==> config.mk <==
export PLATFORM = sky130hd
export DESIGN_NAME = branch_switch_pc_ctrl
export DESIGN_NICKNAME = d
export VERILOG_FILES = /design/src/rtl/branch_switch_pc_ctrl_pkg.sv /design/src/rtl/branch_switch_pc_ctrl_conf_mem.sv /design/src/rtl/branch_switch_pc_ctrl.sv
export SDC_FILE = /design/constraint.sdc
export NUM_CORES = 1
export LEC_CHECK = 0
export CAP_MARGIN = 20
export CORE_ASPECT_RATIO = 2
export CORE_MARGIN = 4
export CORE_UTILIZATION = 40
export CTS_BUF_LIST = sky130_fd_sc_hd__clkbuf_4
export DETAILED_ROUTE_END_ITERATION = 8
export PLACE_DENSITY = 0.7
export SLEW_MARGIN = 20
export SYNTH_ARGS = -nofsm -noshare
export SYNTH_HDL_FRONTEND = slang
export SYNTH_SLANG_ARGS = --single-unit
==> constraint.sdc <==
create_clock -name clk -period 3.6 [get_ports clk]
set_clock_uncertainty 0.05 [all_clocks]
set_input_delay 0.72 -clock clk [delete_from_list [all_inputs] [get_ports clk]]
set_output_delay 0.72 -clock clk [all_outputs]
set_load 0.02 [all_outputs]
==> src/rtl/branch_switch_pc_ctrl_pkg.sv <==
// Shared branch-network definitions: config opcodes, default widths and the
// {thread,pc} address layout of the per-thread switch config memory.
package branch_switch_pc_ctrl_pkg;

  // Default geometry of the branch-switch config store.
  localparam int THREAD_BITS_DEF = 3;
  localparam int PC_BITS_DEF     = 1;
  localparam int CONF_BITS_DEF   = 2;

  // Switch config opcodes driven onto the branch network mux select.
  localparam logic [CONF_BITS_DEF-1:0] CGRA_CONF_NOP       = 2'd0;
  localparam logic [CONF_BITS_DEF-1:0] CGRA_CONF_PASS      = 2'd1;
  localparam logic [CONF_BITS_DEF-1:0] CGRA_CONF_TAKEN     = 2'd2;
  localparam logic [CONF_BITS_DEF-1:0] CGRA_CONF_NOT_TAKEN = 2'd3;

  // Config memory address for the default geometry: thread in the MSBs so
  // each thread owns one contiguous block of 2**PC_BITS words.
  typedef struct packed {
    logic [THREAD_BITS_DEF-1:0] thread;
    logic [PC_BITS_DEF-1:0]     pc;
  } conf_addr_t;

endpackage

==> src/rtl/branch_switch_pc_ctrl_conf_mem.sv <==
// Per-thread branch-switch config memory: one synchronous write port and one
// registered read-first read port whose output holds while no read is issued.
module branch_switch_conf_mem #(
  parameter int ADDR_BITS = 4,
  parameter int CONF_BITS = 2
) (
  input  logic                 clk,
  input  logic                 rst,
  input  logic                 we,
  input  logic [ADDR_BITS-1:0] waddr,
  input  logic [CONF_BITS-1:0] wdata,
  input  logic                 re,
  input  logic [ADDR_BITS-1:0] raddr,
  output logic [CONF_BITS-1:0] rdata
);

  localparam int DEPTH = 1 << ADDR_BITS;

  logic [CONF_BITS-1:0] mem_q [DEPTH];
  logic [CONF_BITS-1:0] mem_d [DEPTH];
  logic [CONF_BITS-1:0] rdata_q;
  logic [CONF_BITS-1:0] rdata_d;

  // Next memory contents and read data; the read sees the pre-write word.
  always_comb begin
    // NOTE: every comb output gets a default first so no path leaves it unassigned (no latch).
    mem_d   = mem_q;
    rdata_d = rdata_q;
    if (we) mem_d[waddr] = wdata;
    if (re) rdata_d = mem_q[raddr];
  end

  // Storage and read register, cleared synchronously.
  always_ff @(posedge clk) begin
    if (rst) begin
      // NOTE: the whole array is cleared because a fetch right after reset must return 0;
      //       this costs a reset path per bit and rules out a RAM macro.
      mem_q   <= '{default: '0};
      rdata_q <= '0;
    end else begin
      // NOTE: non-blocking assignments so every flop samples pre-edge values.
      mem_q   <= mem_d;
      rdata_q <= rdata_d;
    end
  end

  assign rdata = rdata_q;

endmodule

==> src/rtl/branch_switch_pc_ctrl.sv <==
// Execution-side branch-switch controller: per-thread PC / pc_max / pc_loop
// registers and config memory; each enabled cycle emits the selected thread's
// config word at its PC and advances that PC, looping after pc_max.
module branch_switch_pc_ctrl
  import branch_switch_pc_ctrl_pkg::*;
#(
  parameter int THREAD_BITS = THREAD_BITS_DEF,
  parameter int PC_BITS     = PC_BITS_DEF,
  parameter int CONF_BITS   = CONF_BITS_DEF
) (
  input  logic                   clk,
  input  logic                   rst,
  input  logic [PC_BITS-1:0]     pc_max,
  input  logic                   pc_max_we,
  input  logic [PC_BITS-1:0]     pc_loop,
  input  logic                   pc_loop_we,
  input  logic [THREAD_BITS-1:0] thread_id,
  input  logic                   net_mem_we,
  input  logic [PC_BITS-1:0]     net_mem_waddr,
  input  logic [CONF_BITS-1:0]   net_mem_data,
  input  logic                   pc_restart,
  input  logic                   en,
  input  logic [THREAD_BITS-1:0] thread_sel,
  output logic [CONF_BITS-1:0]   conf_out,
  output logic                   conf_valid,
  output logic [THREAD_BITS-1:0] conf_thread,
  output logic                   wrap
);

  localparam int NUM_THREADS = 1 << THREAD_BITS;
  localparam int ADDR_BITS   = THREAD_BITS + PC_BITS;

  logic [PC_BITS-1:0]     pc_q      [NUM_THREADS];
  logic [PC_BITS-1:0]     pc_d      [NUM_THREADS];
  logic [PC_BITS-1:0]     pc_max_q  [NUM_THREADS];
  logic [PC_BITS-1:0]     pc_max_d  [NUM_THREADS];
  logic [PC_BITS-1:0]     pc_loop_q [NUM_THREADS];
  logic [PC_BITS-1:0]     pc_loop_d [NUM_THREADS];
  logic                   conf_valid_q, conf_valid_d;
  logic                   wrap_q, wrap_d;
  logic [THREAD_BITS-1:0] conf_thread_q, conf_thread_d;

  logic [PC_BITS-1:0]     cur_pc;
  logic                   at_max;
  logic [ADDR_BITS-1:0]   rd_addr;
  logic [ADDR_BITS-1:0]   wr_addr;

  // Selected thread's current PC and loop-back test; all compare against pre-edge registers.
  always_comb begin
    cur_pc  = pc_q[thread_sel];
    at_max  = (cur_pc == pc_max_q[thread_sel]);
    rd_addr = {thread_sel, cur_pc};
    wr_addr = {thread_id, net_mem_waddr};
  end

  // Next PC / loop registers: fetch advance, config writes, then restart overrides PCs.
  always_comb begin
    pc_d      = pc_q;
    pc_max_d  = pc_max_q;
    pc_loop_d = pc_loop_q;
    if (en) begin
      pc_d[thread_sel] = at_max ? pc_loop_q[thread_sel] : cur_pc + PC_BITS'(1);
    end
    if (pc_restart) pc_d = '{default: '0};
    if (pc_max_we)  pc_max_d[thread_id]  = pc_max;
    if (pc_loop_we) pc_loop_d[thread_id] = pc_loop;
  end

  // Output side-band: valid/wrap pulse per fetch, thread tag holds when idle.
  always_comb begin
    conf_valid_d  = en;
    wrap_d        = en & at_max;
    conf_thread_d = en ? thread_sel : conf_thread_q;
  end

  // Register state with synchronous reset taking priority over everything.
  always_ff @(posedge clk) begin
    if (rst) begin
      pc_q          <= '{default: '0};
      pc_max_q      <= '{default: '0};
      pc_loop_q     <= '{default: '0};
      conf_valid_q  <= 1'b0;
      wrap_q        <= 1'b0;
      conf_thread_q <= '0;
    end else begin
      pc_q          <= pc_d;
      pc_max_q      <= pc_max_d;
      pc_loop_q     <= pc_loop_d;
      conf_valid_q  <= conf_valid_d;
      wrap_q        <= wrap_d;
      conf_thread_q <= conf_thread_d;
    end
  end

  branch_switch_conf_mem #(
    .ADDR_BITS(ADDR_BITS),
    .CONF_BITS(CONF_BITS)
  ) u_conf_mem (
    .clk   (clk),
    .rst   (rst),
    .we    (net_mem_we),
    .waddr (wr_addr),
    .wdata (net_mem_data),
    .re    (en),
    .raddr (rd_addr),
    .rdata (conf_out)
  );

  assign conf_valid  = conf_valid_q;
  assign wrap        = wrap_q;
  assign conf_thread = conf_thread_q;

endmodule

==> out/qor.yml <==
timing.max_cap.violations: 0
dpl_cell_area_um2: 3290
ant_nets: 0
wl_um: 7340
clk_pin_slew_ps: 110
max_slew_margin: 0.463
max_stage_delay_ps: 710
slowest_stage: "clkdlybuf4s50_1"
core-area_um2: 7320
layout.nets: 392
synthesis.instances: 356
grt_pass1_wl_um: 12000
ff2ff_path_depth: 6
grt_use_met3: 0.0405
place_hpwl_um: 5450
clock_sinks: 63
vias: 2562
fin_ws_ps: 720
dp_slack_ps: 294
rrSetupSlack_ps: 1490
crit_buf_inv: 2
setup_viol: 0
cts_buffer_depth: 2
cp-start-kind: "input pin"
root_buffer: "clkbuf_4"
regArea_um2: 1260
tns_ps: 0
synthesis.nets: 375
holdCritStartpoint: "pc_loop_q[7]"
area_growth_pct: 12.5
rsz0062_at_grt: "false"
initial_core_util: 0.415
hold_path_depth: 2
critical_path_class: "in2reg"
dr.pass1.iters: 4
ctsHoldBuffers: 0
finalHoldViolCount: 0
seq_area_frac_synth: 0.415
viasPerCell: 5.45
grt_use_total: 0.167
num_rows: 44
arrival_ps: 3140
cp.required_ps: 3860
gp_congestion: 0.812
stdcell_area_um2: 3420
h-tree-depth: 3
synth_largest_area_cell: "dfxtp_1"
layout-drive-gt1-share: 0.0873
die_x_um: 69.6
synth-seq-cells: 63
power_density_nw_per_um2: 388
synthTopCellsByArea: "dfxtp_1 41%, mux2i_1 8.6%, nand2_1 7.8%, a21oi_1 6.9%, mux4_1 5.2%"
grt_overflow: 0
end_kind: "register"
post_cts_buffers: 0
path_max_fanout: 13
die_area_um2: 9140
fillers: 715
crit_chain: "clkdlybuf4s50_1 -> buf_4 -> mux4_1 -> mux2_2 -> a21o_1 -> nor3_1 -> nor3_1"
drtIter0Drc: 135
clock_latency_ps: 410
top_usage_layer: "met2"
multiInputGateArea_um2: 1620
grtUsageMet1: 0.148
p_leak_nw: 1.29
grt_pass1_vias: 2557
max_freq_ghz: 0.347
min_path_type: "reg2reg"
antenna_cells: 0
yosysWarningCount: 0
postCtsResizedCells: 0
rr_startpoint: "pc_q[1]"
crit_start: "thread_sel[0]"
cts_tree: "built"
path_delay_family: "buffers and inverters"
peakVddDrop_uv: 154
drc: 0
wire_per_inst_um: 15.6
io_buffers: 24
cts_inserted_buffers: 9
grt_max_degree: 38
post-route-period-util: 0.800
outcome: "complete, no violations"
yosysUniqueCellTypes: 31
min_period_ps: 2880
io_pins: 25
chipHeight_um: 131
crit_top_cell: "nor3_1"
final-max-slew-violation-count: 0
antenna_found_initial: 0
crit_cells: 7
synth.avg_cell_area_um2: 8.54
netlist.area_leader.share: 0.415
met2_usage: 0.315
synth_area_um2: 3040
worst_pin_slew_ps: 803
## layout by cell type, fill, tap and decap left out, drive strengths merged
master         netlist  final
and2                 1      1
nor2                37     37
nand2               63     63
nor2b                4      4
nand2b               5      5
o31ai                1      1
nand3b               2      2
or2                  3      3
buf                  4      9
bufinv               0      1
nor3                10     10
a211oi               2      2
clkbuf              22     10
a21oi               42     42
ha                   1      1
clkdlybuf4s50        0     23
and3b                2      2
a21o                 1      1
nand4                3      3
o21ai               20     20
nand3               27     27
clkinv               0      5
o22ai                1      1
mux2i               26     26
nor3b                3      3
mux2                 3      3
dfxtp               63     63
mux4                10     10
## report_power, final
part           switching, mW  internal, mW
sequential           0.00660         0.710
clock                  0.252         0.211
combinational         0.0900        0.0587
## kinds of logic after synthesis
kind of cell,count (synthesis),synth area share
fa+ha+maj,1,0.00412
mux,39,0.178
flops,63,0.415
simple gates,160,0.237
compound gates,67,0.114
buf+inv,26,0.0515
## synthesized netlist by cell type
cell / instances
mux4_1: 6
nand2b_1: 5
mux2_2: 3
and2_1: 1
ha_1: 1
dfxtp_1: 63
buf_1: 2
nand3_1: 27
o21ai_1: 1
mux2i_1: 26
clkbuf_8: 4
a21oi_1: 42
nand4_1: 3
nor3b_1: 3
mux4_2: 4
nor2_1: 37
nor2b_1: 4
clkbuf_1: 17
a21o_1: 1
o21ai_0: 19
buf_6: 2
or2_2: 3
nand2_1: 63
clkbuf_4: 1
nand3b_1: 2
nor3_2: 1
nor3_1: 9
o22ai_1: 1
and3b_1: 2
a211oi_1: 2
o31ai_1: 1
## flip-flops by register name (all words and copies together), names as in the netlist
name	count
conf_thread	3
pc_q	8
pc_loop_q	8
u_conf_mem.mem_q	32
wrap	1
conf_valid	1
u_conf_mem.rdata	2
pc_max_q	8
## metal layers
metal | vias to the layer above | routed length, um | part of all wire
met5 | - | 0 | 0
met1 | 1195 | 2670 | 0.36
li1 | 1283 | - | -
met4 | 0 | 331 | 0.045
met2 | 59 | 4070 | 0.55
met3 | 25 | 268 | 0.037
## area by class of cell
cell class,count,share of cell area
clock inverters,6,0.0150
multi-input cells,267,0.474
clock buffers,10,0.0220
repair buffers,32,0.0864
well taps,92,0.0337
flip-flops and latches,63,0.369
## worst paths after layout
kind	to
setup / recovery	pc_q[4]
hold / removal	pc_loop_q[7]
setup reg to reg	pc_q[4]
hold reg to reg	pc_loop_q[7]
## stage by stage
step	hold slack (ps)	std cells	power, mW	utilization
3_5_place_dp	394	454	0.881	0.450
2_1_floorplan	382	356	0.827	-
5_1_grt	434	470	1.39	0.467
6_report	404	470	1.33	0.467
4_1_cts	407	470	1.34	0.467
3_3_place_gp	391	454	0.878	0.450
## tightest hold or removal path: cells and delay by family, from the launching register on
kind             cells  cell delay [ps]
flip-flops           1              320
AND/OR/NAND/NOR      1               50
AO/OA/AOI/OAI        1               50
No activity file was read; power rests on OpenSTA's default activity.
